===== src/rtl/reorder_buffer.sv =====
// Circular reorder buffer: allocates tags at dispatch, collects writebacks, retires in order,
// and squashes everything younger than a mispredicting branch.
module reorder_buffer #(
   parameter int unsigned DEPTH  = 16,
   parameter int unsigned TAG_W  = $clog2(DEPTH),
   parameter int unsigned PREG_W = 7,
   parameter int unsigned AREG_W = 5,
   parameter int unsigned NUM_WB = 3
) (
   input  logic                    clk,
   input  logic                    reset,
   input  logic                    alloc_valid_in,
   output logic                    alloc_ready_out,
   input  logic                    alloc_has_rd,
   input  logic [AREG_W-1:0]       alloc_areg,
   input  logic [PREG_W-1:0]       alloc_pd_new,
   input  logic [PREG_W-1:0]       alloc_pd_old,
   output logic [TAG_W-1:0]        alloc_tag_out,
   input  logic [NUM_WB-1:0]       wb_valid,
   input  logic [NUM_WB*TAG_W-1:0] wb_tag,
   input  logic                    br_mispredict,
   input  logic [TAG_W-1:0]        br_mispredict_tag,
   output logic                    commit_valid_out,
   output logic                    commit_has_rd,
   output logic [AREG_W-1:0]       commit_areg,
   output logic [PREG_W-1:0]       commit_pd_new,
   output logic [PREG_W-1:0]       commit_pd_old,
   output logic [TAG_W-1:0]        curr_rob_tag,
   output logic [TAG_W:0]          count_out,
   output logic                    empty_out,
   output logic                    full_out
);

   localparam int unsigned CNT_W = TAG_W + 1;

   typedef struct packed {
      logic              has_rd;
      logic [AREG_W-1:0] areg;
      logic [PREG_W-1:0] pd_new;
      logic [PREG_W-1:0] pd_old;
   } entry_t;

   logic [DEPTH-1:0] valid_q, valid_d;
   logic [DEPTH-1:0] done_q, done_d;
   entry_t           payload_q [DEPTH];
   logic [TAG_W-1:0] head_q, head_d;
   logic [TAG_W-1:0] tail_q, tail_d;
   logic [CNT_W-1:0] count_q, count_d;

   logic             commit;
   logic             flush;
   logic             alloc;
   logic             ready;
   logic [TAG_W-1:0] br_age;
   logic [TAG_W-1:0] age_i;

   // Handshake and retire/flush decisions for this cycle
   always_comb begin
      commit = valid_q[head_q] && done_q[head_q];
      flush  = br_mispredict && valid_q[br_mispredict_tag];
      ready  = (count_q < CNT_W'(DEPTH)) && !br_mispredict;
      alloc  = alloc_valid_in && ready;
      br_age = TAG_W'(br_mispredict_tag - head_q);
   end

   // Per-entry status update; later rules override earlier ones
   always_comb begin
      valid_d = valid_q;
      done_d  = done_q;
      age_i   = '0;
      for (int unsigned i = 0; i < DEPTH; i++) begin
         age_i = TAG_W'(TAG_W'(i) - head_q);
         for (int unsigned ch = 0; ch < NUM_WB; ch++) begin
            if (wb_valid[ch] && (wb_tag[ch*TAG_W +: TAG_W] == TAG_W'(i)) && valid_q[i]) begin
               done_d[i] = 1'b1;
            end
         end
         if (flush && (age_i > br_age)) begin
            valid_d[i] = 1'b0;
            done_d[i]  = 1'b0;
         end
         if (commit && (TAG_W'(i) == head_q)) begin
            valid_d[i] = 1'b0;
            done_d[i]  = 1'b0;
         end
         if (alloc && (TAG_W'(i) == tail_q)) begin
            valid_d[i] = 1'b1;
            done_d[i]  = 1'b0;
         end
      end
   end

   // Pointer and occupancy update
   always_comb begin
      head_d  = commit ? TAG_W'(head_q + TAG_W'(1)) : head_q;
      tail_d  = tail_q;
      count_d = count_q;
      if (flush) begin
         tail_d  = TAG_W'(br_mispredict_tag + TAG_W'(1));
         count_d = CNT_W'(CNT_W'(br_age) + CNT_W'(1) - CNT_W'(commit));
      end else begin
         if (alloc) begin
            tail_d = TAG_W'(tail_q + TAG_W'(1));
         end
         count_d = CNT_W'(count_q + CNT_W'(alloc) - CNT_W'(commit));
      end
   end

   always_ff @(posedge clk or negedge reset) begin
      if (!reset) begin
         valid_q <= '0;
         done_q  <= '0;
         head_q  <= '0;
         tail_q  <= '0;
         count_q <= '0;
         for (int unsigned i = 0; i < DEPTH; i++) begin
            payload_q[i] <= '0;
         end
      end else begin
         valid_q <= valid_d;
         done_q  <= done_d;
         head_q  <= head_d;
         tail_q  <= tail_d;
         count_q <= count_d;
         if (alloc) begin
            payload_q[tail_q] <= {alloc_has_rd, alloc_areg, alloc_pd_new, alloc_pd_old};
         end
      end
   end

   // Commit fields are held at zero whenever nothing retires
   always_comb begin
      alloc_ready_out  = ready;
      alloc_tag_out    = tail_q;
      commit_valid_out = commit;
      commit_has_rd    = commit ? payload_q[head_q].has_rd : 1'b0;
      commit_areg      = commit ? payload_q[head_q].areg   : '0;
      commit_pd_new    = commit ? payload_q[head_q].pd_new : '0;
      commit_pd_old    = commit ? payload_q[head_q].pd_old : '0;
      curr_rob_tag     = head_q;
      count_out        = count_q;
      empty_out        = (count_q == '0);
      full_out         = (count_q == CNT_W'(DEPTH));
   end

endmodule


===== config.mk =====
export PLATFORM = sky130hd
export DESIGN_NAME = reorder_buffer
export DESIGN_NICKNAME = d
export VERILOG_FILES = /design/src/rtl/reorder_buffer.sv
export SDC_FILE = /design/constraint.sdc
export NUM_CORES = 1
export LEC_CHECK = 0
export CAP_MARGIN = 40
export CORE_ASPECT_RATIO = 0.8
export CORE_MARGIN = 8
export CORE_UTILIZATION = 61
export DETAILED_ROUTE_END_ITERATION = 10
export PLACE_DENSITY_LB_ADDON = 0.1
export RECOVER_POWER = 100
export SYNTH_ARGS = -nofsm -noshare
export SYNTH_HDL_FRONTEND = slang
export SYNTH_SLANG_ARGS = --single-unit

===== constraint.sdc =====
create_clock -name clk -period 4.1 [get_ports clk]
set_input_delay 1.23 -clock clk [delete_from_list [all_inputs] [get_ports clk]]
set_output_delay 1.23 -clock clk [all_outputs]
set_load 0.005 [all_outputs]

==> impl_results.md, run 1 <==
- Violated checks: max-capacitance violations, max-slew violations
- # setup viols final: 0
- Largest net degree at the start of global routing: 84
- Post-synth ARST share: 100.0%
- DRT iter0 DRCs: 1015
- Critical Path Fanout Max: 6
- Worst endpoint data arrival time: 2860 ps
- Average routed wire per standard cell: 25.51 µm
- Most frequent cell after synthesis: dfrtp_1
- Mapped Area: 18610 µm²
- # IOs: 80
- CTS max path bufs: 3
- Post-Synthesis Cells: 1344
- Slew @ Worst Pin: 2295 ps
- Die area: 36390 µm²
- Final ANT Viol Nets: 0
- Vias per cell: 6.350
- Combinational power share: 47.2%
- Slew Limit Fails: 82
- Fin cells: 1921
- Count of state elements after synthesis: 365
- Placed Cells: 1816
- R2r setup slk: 690 ps
- Max Fclk: 0.2446 GHz
- MaxCap Viol Count: 1
- Switching share of power: 33.73%
- Worst setup EP type: primary output
- Hold Crit Endpoint: payload_q[169]
- Clock sinks: 365
- Worst R2R Path Depth: 13
- Overflow after GRT: 0
- CORE AREA: 30170 µm²
- Tightest Hold Check Type: reg2reg
- Tot GR Track Use: 27.58%
- Net Switching: 5.895 mW
- CTS tree: yes
- Initial antenna violation count: 1
- Global-route wire length before repair: 76620 µm
- Share of layout cells above drive strength 1: 42.60%
- Hold Crit Start: payload_q[169]
- Root Driver: clkbuf_16
- CTS clk-pin slew, worst paths: 60 ps
- DRT Pass-1 Iters: 5
- Hold path cells: 1
- Endpoints failing hold: 0
- Clk_skew: 14.53 ps
- Vias in the first global route: 12.77k
- Synth warnings: 0
- Clock Power Share: 19.2%
- Layout area overhead: 18.09%
- PwrDens: 795.4 nW/µm²
- Die H: 172.2 µm
- Post-CTS Hold Fix Bufs: 0
- Sequential fraction of the synthesis area: 49.08%
- GPL Wtd Cong: 0.9233
- Number of synthesized flops with an enable pin: 0
- TNS Setup: 0 ps
- Outcome: finished, violations left
- Final #Nets: 1568
- RSZ-0062 raised after global routing: yes
- Max_slew headroom: -52.99%
- Reg2Reg Capture Point: valid_q[11]
- Cell taking the most area after synthesis: dfrtp_1
- Most used DFF post-synth: dfrtp_1
- Total vias in the final route: 12.20k
- H-tree depth: 2
- DRC: 0
- RR Startpoint: curr_rob_tag[0]
- Cell-internal power: 11.58 mW
- Detailed Place HPWL: 30090 µm
- Rows: 57
- Commonest cells post-synth: dfrtp_1, mux2_2, mux4_2
- Num CTS Buffers: 38
- Initial Utilization: 61.69%
- Post-Syn Nets: 1430
- CP startpoint kind: register
- WS Path Type: reg2out
- Worst vdd ir: 0.0005112 V
- Period utilisation layout: 99.72%
- Final min period: 4089 ps
- Clk_lat worst skew: 530 ps
- Synth area leaders: dfrtp_1, mux2_2, mux4_2
- P_leak: 10.02 nW
- Final WL: 49000 µm
- Port-buffer cells: 79
- Critical Path RT: 2870 ps
- Distinct cells, synth: 70
- Register share of total power: 33.6%
- Die W: 211.3 µm
- Post-synth top area share: 49.08%
- Cell Area, Placed: 20200 µm²
- Finished Cell Area: 21980 µm²
- Syn_area_per_cell: 13.85 µm²
- Final core utilization: 72.85%
[logic make-up after synthesis]
group	after synthesis	share of synthesized area, %
xor+xnor	25	1.291
fa+ha+maj	51	3.409
mux	429	32.17
buf+inv	141	3.530
simple gates	211	6.145
flops	365	49.08
compound gates	122	4.377
[power groups by stage]
stage	logic (mW)	clock network [mW]	registers (mW)
global placement	7.13	0	5.85
global route	8.90	3.57	6.03
finish	8.26	3.35	5.87
floorplan	5.31	0	5.57
CTS	7.88	3.42	5.82
detailed placement	7.34	0	5.93
[worst max path at each step]
stage | startpoint | to | slack (ps) | depth (start not counted)
finish | curr_rob_tag[0] | commit_areg[3] | 10 | 7
global route | curr_rob_tag[0] | commit_areg[3] | -40 | 7
CTS | curr_rob_tag[0] | commit_pd_old[4] | -110 | 6
global placement | br_mispredict_tag[0] | valid_q[13] | -120 | 14
floorplan | br_mispredict_tag[0] | valid_q[13] | 100 | 13
detailed placement | br_mispredict_tag[0] | valid_q[11] | -210 | 13
[layer usage]
| layer | share of wire [%] | vias to the layer above | GRT usage (%) |
|---|---|---|---|
| li1 | - | 5252 | - |
| met1 | 43 | 6445 | 38.20 |
| met2 | 48 | 422 | 45.04 |
| met3 | 6.1 | 80 | 4.909 |
| met4 | 2.4 | 0 | 7.321 |
| met5 | 0 | - | 0 |
[through the flow]
stage                     hold slack (ps)  worst slack (ps)  power [mW]
after floorplan                     473.8             98.75       10.88
after global placement              482.1            -117.4       12.98
after detailed placement            488.5            -207.3       13.27
after CTS                           501.1            -111.4       17.12
after global routing                507.1            -37.83       18.49
final                               497.7             11.37       17.48
[critical path, stage by stage (launching register included)]
cell and delay (ps):
dfrtp_4 460, buf_12 160, buf_8 130, clkbuf_16 160, mux4_2 530, mux4_2 460, and2_1 160, dlygate4sd2_1 260
[registers in the layout, indices dropped and copies added (netlist names)]
name / count
alloc_tag_out: 4
count_out: 5
curr_rob_tag: 4
done_q: 16
payload_q: 320
valid_q: 16
[final cells by class]
type                    instances  area, µm²
repair buffers                192       2023
well taps                     413      516.7
clock inverters                 8      68.82
inverters                      47      181.4
fillers                      2001       8192
flip-flops and latches        365       9143
clock buffers                  57       1134
multi-input cells             838       8907
diodes                          1      2.502
[repair_timing]
| item | 4_1_cts | 5_1_grt |
|---|---|---|
| gates resized for setup | 37 | 42 |
| buffers inserted | 11 | 21 |
| pin swaps | 1 | 12 |
| setup endpoints to repair | 20 | 12 |
| cloned | 4 | 3 |
[cells in the final DEF, fill, tap and decap left out, types with 5 or more instances in the layout]
master           count
a21oi_1             19
mux2_2             321
and2_1              10
dfrtp_1            362
clkdlybuf4s50_1     58
ha_1                41
clkbuf_1            13
clkbuf_16           42
dlymetal6s2s_1       5
nor2_2               6
nor2_1              35
o21a_1               6
buf_16               7
nand2_1             44
buf_12              15
o21ai_0             22
buf_4               74
nor3_1              24
clkbuf_8             9
xnor2_1             18
nand3b_1            11
and2_4              12
nand3_1             18
mux4_2             103
nand2b_1             9
clkbuf_2             6
clkdlybuf4s15_1      9
inv_1               42
xor2_1               5
maj3_1               7
o22ai_1             22
nor2b_1             11
o21ai_1             13
clkinv_2             6
o22a_1               6
Note: power is estimated with default switching activity, not from simulation.
==> run 2, diff against run 1 <==
GPL_TIMING_DRIVEN = 0   (was unset)
HOLD_SLACK_MARGIN = 0.05   (was unset)
==> impl_results.md, run 2 (same netlist as run 1, synthesis figures left out) <==
- Leading registers by flop count: payload_q (320), done_q (16), valid_q (16)
- CORE AREA: 30170 µm²
- Slew @ Worst Pin: 2196 ps
- MaxCap Viol Count: 1
- Final ANT Viol Nets: 0
- GR met2 Demand/Resource: 44.84%
- Average routed wire per standard cell: 26.46 µm
- Most common cell after layout, fill and taps aside: dfrtp_1
- Share of layout cells above drive strength 1: 42.37%
- Filler cell count in the final layout: 1966
- Placed Cells: 1847
- Max reg flops: 320
- Finished Cell Area: 22010 µm²
- Worst endpoint data arrival time: 2880 ps
- Clock sinks: 365
- Clk_lat worst skew: 540 ps
- Vias in the first global route: 12.76k
- PwrDens: 806.5 nW/µm²
- Outcome: finished, violations left
- Die W: 211.3 µm
- CTS max path bufs: 3
- P_leak: 10.01 nW
- Critical Path RT: 2870 ps
- Final min period: 4108 ps
- DRC: 0
- Period utilisation layout: 100.2%
- CTS clk-pin slew, worst paths: 70 ps
- Tot GR Track Use: 28.86%
- Setup WS pre-CTS: -1248 ps
- Root Driver: clkbuf_16
- Cell Area, Placed: 20110 µm²
- Global routing's busiest layer: met2
- DRT Pass-1 Iters: 7
- Final WS setup: -8.245 ps
- Port-buffer cells: 78
- Num CTS Buffers: 38
- Slew Limit Fails: 83
- Worst vdd ir: 0.0004014 V
- GPL Wtd Cong: 0.9404
- # IOs: 80
- Global-route wire length before repair: 78230 µm
- Die H: 172.2 µm
- Fin cells: 1947
- Worst setup EP type: primary output
- Met1 Resource Use GR: 39.76%
- Biggest register: payload_q
- Rows: 57
- # setup viols final: 2
- CTS tree: yes
- Initial Utilization: 61.69%
- Max Fclk: 0.2434 GHz
- Overflow after GRT: 0
- Clk_skew: 16.34 ps
- WS Path Type: reg2out
- CP startpoint kind: register
- Layout area overhead: 18.25%
- Tightest Hold Check Type: reg2reg
- # diodes: 0
- Initial antenna violation count: 0
- Vias per cell: 6.366
- Final WL: 51520 µm
- RSZ-0062 raised after global routing: yes
- Die area: 36390 µm²
- Endpoints failing hold: 0
- Critical Path Fanout Max: 10
- Total power: 17.75 mW
- DRT iter0 DRCs: 1197
- Violated checks: max-capacitance violations, max-slew violations, negative setup slack
- Total vias in the final route: 12.40k
- Final #Nets: 1593
- H-tree depth: 2
- Max_slew headroom: -46.42%
- Grt met3 use: 7.174%
- Detailed Place HPWL: 33800 µm
- Most frequent cells in the layout: dfrtp_1, mux2_2, mux4_2
- Largest net degree at the start of global routing: 126
==> run 2: final cells by class <==
type / instances / area (µm²) / share of cell area (%)
Clock inverter: 17 / 170.2 / 0.7733
Sequential cell: 365 / 9138 / 41.52
Inverter: 47 / 192.7 / 0.8756
Clock buffer: 50 / 1067 / 4.850
Buffer: 94 / 754.5 / 3.428
Timing Repair Buffer: 123 / 1250 / 5.680
Multi-Input combinational cell: 838 / 8917 / 40.52
Tap cell: 413 / 516.7 / 2.348
==> run 2: per-layer routing <==
layer / wire, µm / vias to the layer above
met2: 23830 / 529
met4: 1649 / 0
met5: 0 / -
met3: 4396 / 106
met1: 21640 / 6472
li1: - / 5288
==> run 2: power by group <==
| group | internal, mW | switching, mW |
|---|---|---|
| registers | 5.01 | 0.808 |
| clock network | 2.03 | 1.46 |
| logic | 4.55 | 3.89 |
==> run 2: worst paths after layout <==
kind	startpoint	end	slack (ps)	cells past startpoint
worst min-delay path	payload_q[184]	payload_q[184]	500	1
worst min register to register	payload_q[184]	payload_q[184]	500	1
min in group asynchronous	reset	curr_rob_tag[3]	1310	1
worst max-delay path	curr_rob_tag[0]	commit_pd_new[1]	-8	7
worst max register to register	curr_rob_tag[2]	done_q[2]	540	13
max in group asynchronous	reset	payload_q[248]	490	3
==> run 2: worst max-delay path: stages, from the launching register on <==
cell and delay (ps):
dfrtp_2 420, buf_12 170, buf_4 130, buf_12 150, mux4_2 520, mux4_2 480
and2_1 170, dlygate4sd2_1 270
==> run 2: through the flow <==
stage,utilization [%],hold WS (ps),setup TNS [ps]
finish,72.95,500.0,-9.848
global route,72.95,507.7,-3365
CTS,72.09,500.1,-355.3
detailed placement,66.67,486.8,-35370
global placement,65.99,482.2,-5143790
floorplan,-,473.8,0
==> run 2: repair_timing <==
| item | 4_1_cts | 5_1_grt |
|---|---|---|
| gates cloned | 1 | 1 |
| endpoints found under the setup margin | 54 | 28 |
| gates resized for setup | 110 | 37 |
| pin swaps | 1 | 5 |
| hold buffers | 0 | 0 |
| setup buffers | 12 | 19 |
==> run 3, diff against run 2 <==
CORE_UTILIZATION = 55   (was 61)
clock period = 3.52 ns   (was 4.1 ns; I/O delays follow)
==> impl_results.md, run 3 (same netlist as run 1, synthesis figures left out) <==
- Outcome: finished, violations left
- Violated checks: max-capacitance violations, max-slew violations, negative setup slack
- Num CTS Buffers: 38
- RSZ-0062 raised after global routing: yes
- Cell Area, Placed: 20220 µm²
- Tightest Hold Check Type: reg2reg
- Met1 Resource Use GR: 35.35%
- PwrDens: 963.3 nW/µm²
- Die area: 40020 µm²
- Leading registers by flop count: payload_q (320), done_q (16), valid_q (16)
- Crit path max-delay family: buffers and inverters
- Die W: 221.7 µm
- Rows: 60
- Total power: 21.84 mW
- Tot GR Track Use: 25.84%
- Slew Limit Fails: 84
- DRT Pass-1 Iters: 5
- Grt met3 use: 6.962%
- Critical Path RT: 2460 ps
- # setup viols final: 21
- Biggest register: payload_q
- Max Fclk: 0.2478 GHz
- Critical Path Fanout Max: 5
- Largest net degree at the start of global routing: 109
- Final WL: 53490 µm
- Max_slew headroom: -42.66%
- Worst vdd ir: 0.0005328 V
- Share of layout cells above drive strength 1: 46.44%
- Detailed Place HPWL: 34170 µm
- DRT iter0 DRCs: 1088
- Most common cell after layout, fill and taps aside: dfrtp_1
- WS Path Type: reg2out
- Crit path cell chain: buf_6 > clkbuf_16 > buf_16 > buf_12 > buf_12 > buf_6 > mux4_2 > mux4_2 > and2_4 > buf_6
- GR met2 Demand/Resource: 40.34%
- Global-route wire length before repair: 78870 µm
- Final min period: 4035 ps
- Clk_skew: 17.64 ps
- Layout area overhead: 21.81%
- MaxCap Viol Count: 1
- P_leak: 10.24 nW
- CP max stage delay: 470 ps
- H-tree depth: 2
- Endpoints failing hold: 0
- # IOs: 80
- Initial Utilization: 55.58%
- Finished Cell Area: 22670 µm²
- Final WS setup: -515.1 ps
- GPL Wtd Cong: 0.9213
- Most frequent cells in the layout: dfrtp_1, mux2_2, mux4_2
- Die H: 180.5 µm
- DRC: 0
- Max reg flops: 320
- # diodes: 0
- CORE AREA: 33480 µm²
- Initial antenna violation count: 0
- Placed Cells: 1869
- Fin cells: 1991
- Final #Nets: 1616
- Vias per cell: 6.233
- CTS max path bufs: 3
- Vias in the first global route: 12.65k
- Worst endpoint data arrival time: 2980 ps
- Clock sinks: 365
- Worst setup EP type: primary output
- WP buf/inv: 7
- Setup WS pre-CTS: -1112 ps
- Slew @ Worst Pin: 2140 ps
- Overflow after GRT: 0
- Clk_lat worst skew: 550 ps
- Root Driver: clkbuf_16
- TNS Setup: -7305 ps
- Global routing's busiest layer: met2
- CP startpoint kind: register
- CTS tree: yes
- Total vias in the final route: 12.41k
- Port-buffer cells: 78
- Final ANT Viol Nets: 0
- Final core utilization: 67.71%
- CTS clk-pin slew, worst paths: 70 ps
- Hold slack: 500.8 ps
- Slowest CP cell: mux4_2
- Period utilisation layout: 114.6%
- Crit path top cell by count: buf_6
- Average routed wire per standard cell: 26.86 µm
-- run 3: changes by cell type in the layout (fill, tap and decap cells not counted), sizes merged, moves of 3 or more --
cell / change
buf: +25
clkbuf: +18
clkinv: -3
dlygate4sd2: -13
-- run 3: area by class of cell --
| cell class | instances | area (µm²) |
|---|---|---|
| Fill cell | 2392 | 10810 |
| Sequential cell | 365 | 9138 |
| Multi-Input combinational cell | 838 | 9090 |
| Timing Repair Buffer | 148 | 1610 |
| Clock buffer | 52 | 1157 |
| Buffer | 92 | 765.7 |
| Tap cell | 434 | 543.0 |
| Inverter | 47 | 200.2 |
| Clock inverter | 15 | 165.2 |
-- run 3: what timing repair did --
action                                  4_1_cts  5_1_grt
gates resized for setup                     114      113
hold buffers                                  0        0
gates cloned                                  2        5
pin swaps                                     4       25
buffers inserted                             14       38
endpoints found under the setup margin       60       54
-- run 3: path summary, 6_finish.rpt --
check	depth (start not counted)	end	slack, ps	startpoint
setup / recovery	10	commit_pd_new[0]	-520	curr_rob_tag[0]
hold / removal	1	payload_q[216]	500	payload_q[216]
setup reg to reg	20	count_out[4]	230	curr_rob_tag[0]
hold reg to reg	1	payload_q[216]	500	payload_q[216]
max in group asynchronous	2	payload_q[1]	370	reset
min in group asynchronous	1	done_q[5]	1070	reset
-- run 3: metal layers --
metal	wire length, µm	vias up	part of all wire [%]
met3	4171	101	7.8
met1	23290	6529	44
met4	1430	0	2.7
li1	-	5335	-
met2	24590	444	46
met5	0	-	0
-- run 3: report_power, final --
group	switching [mW]	leakage (nW)	internal, mW
clock	1.72	0.651	2.53
combinational	4.89	4.80	5.91
sequential	0.949	4.79	5.84
total	7.56	10.2	14.3
-- run 3: worst register-to-register path: cells and delay by family, from the launching register on --
kind | cells | cell delay, ps
buf+inv | 8 | 860
compound gates | 3 | 440
flops | 1 | 460
simple gates | 4 | 420
xor+xnor | 1 | 140
mux | 1 | 80
fa+ha+maj | 3 | 780
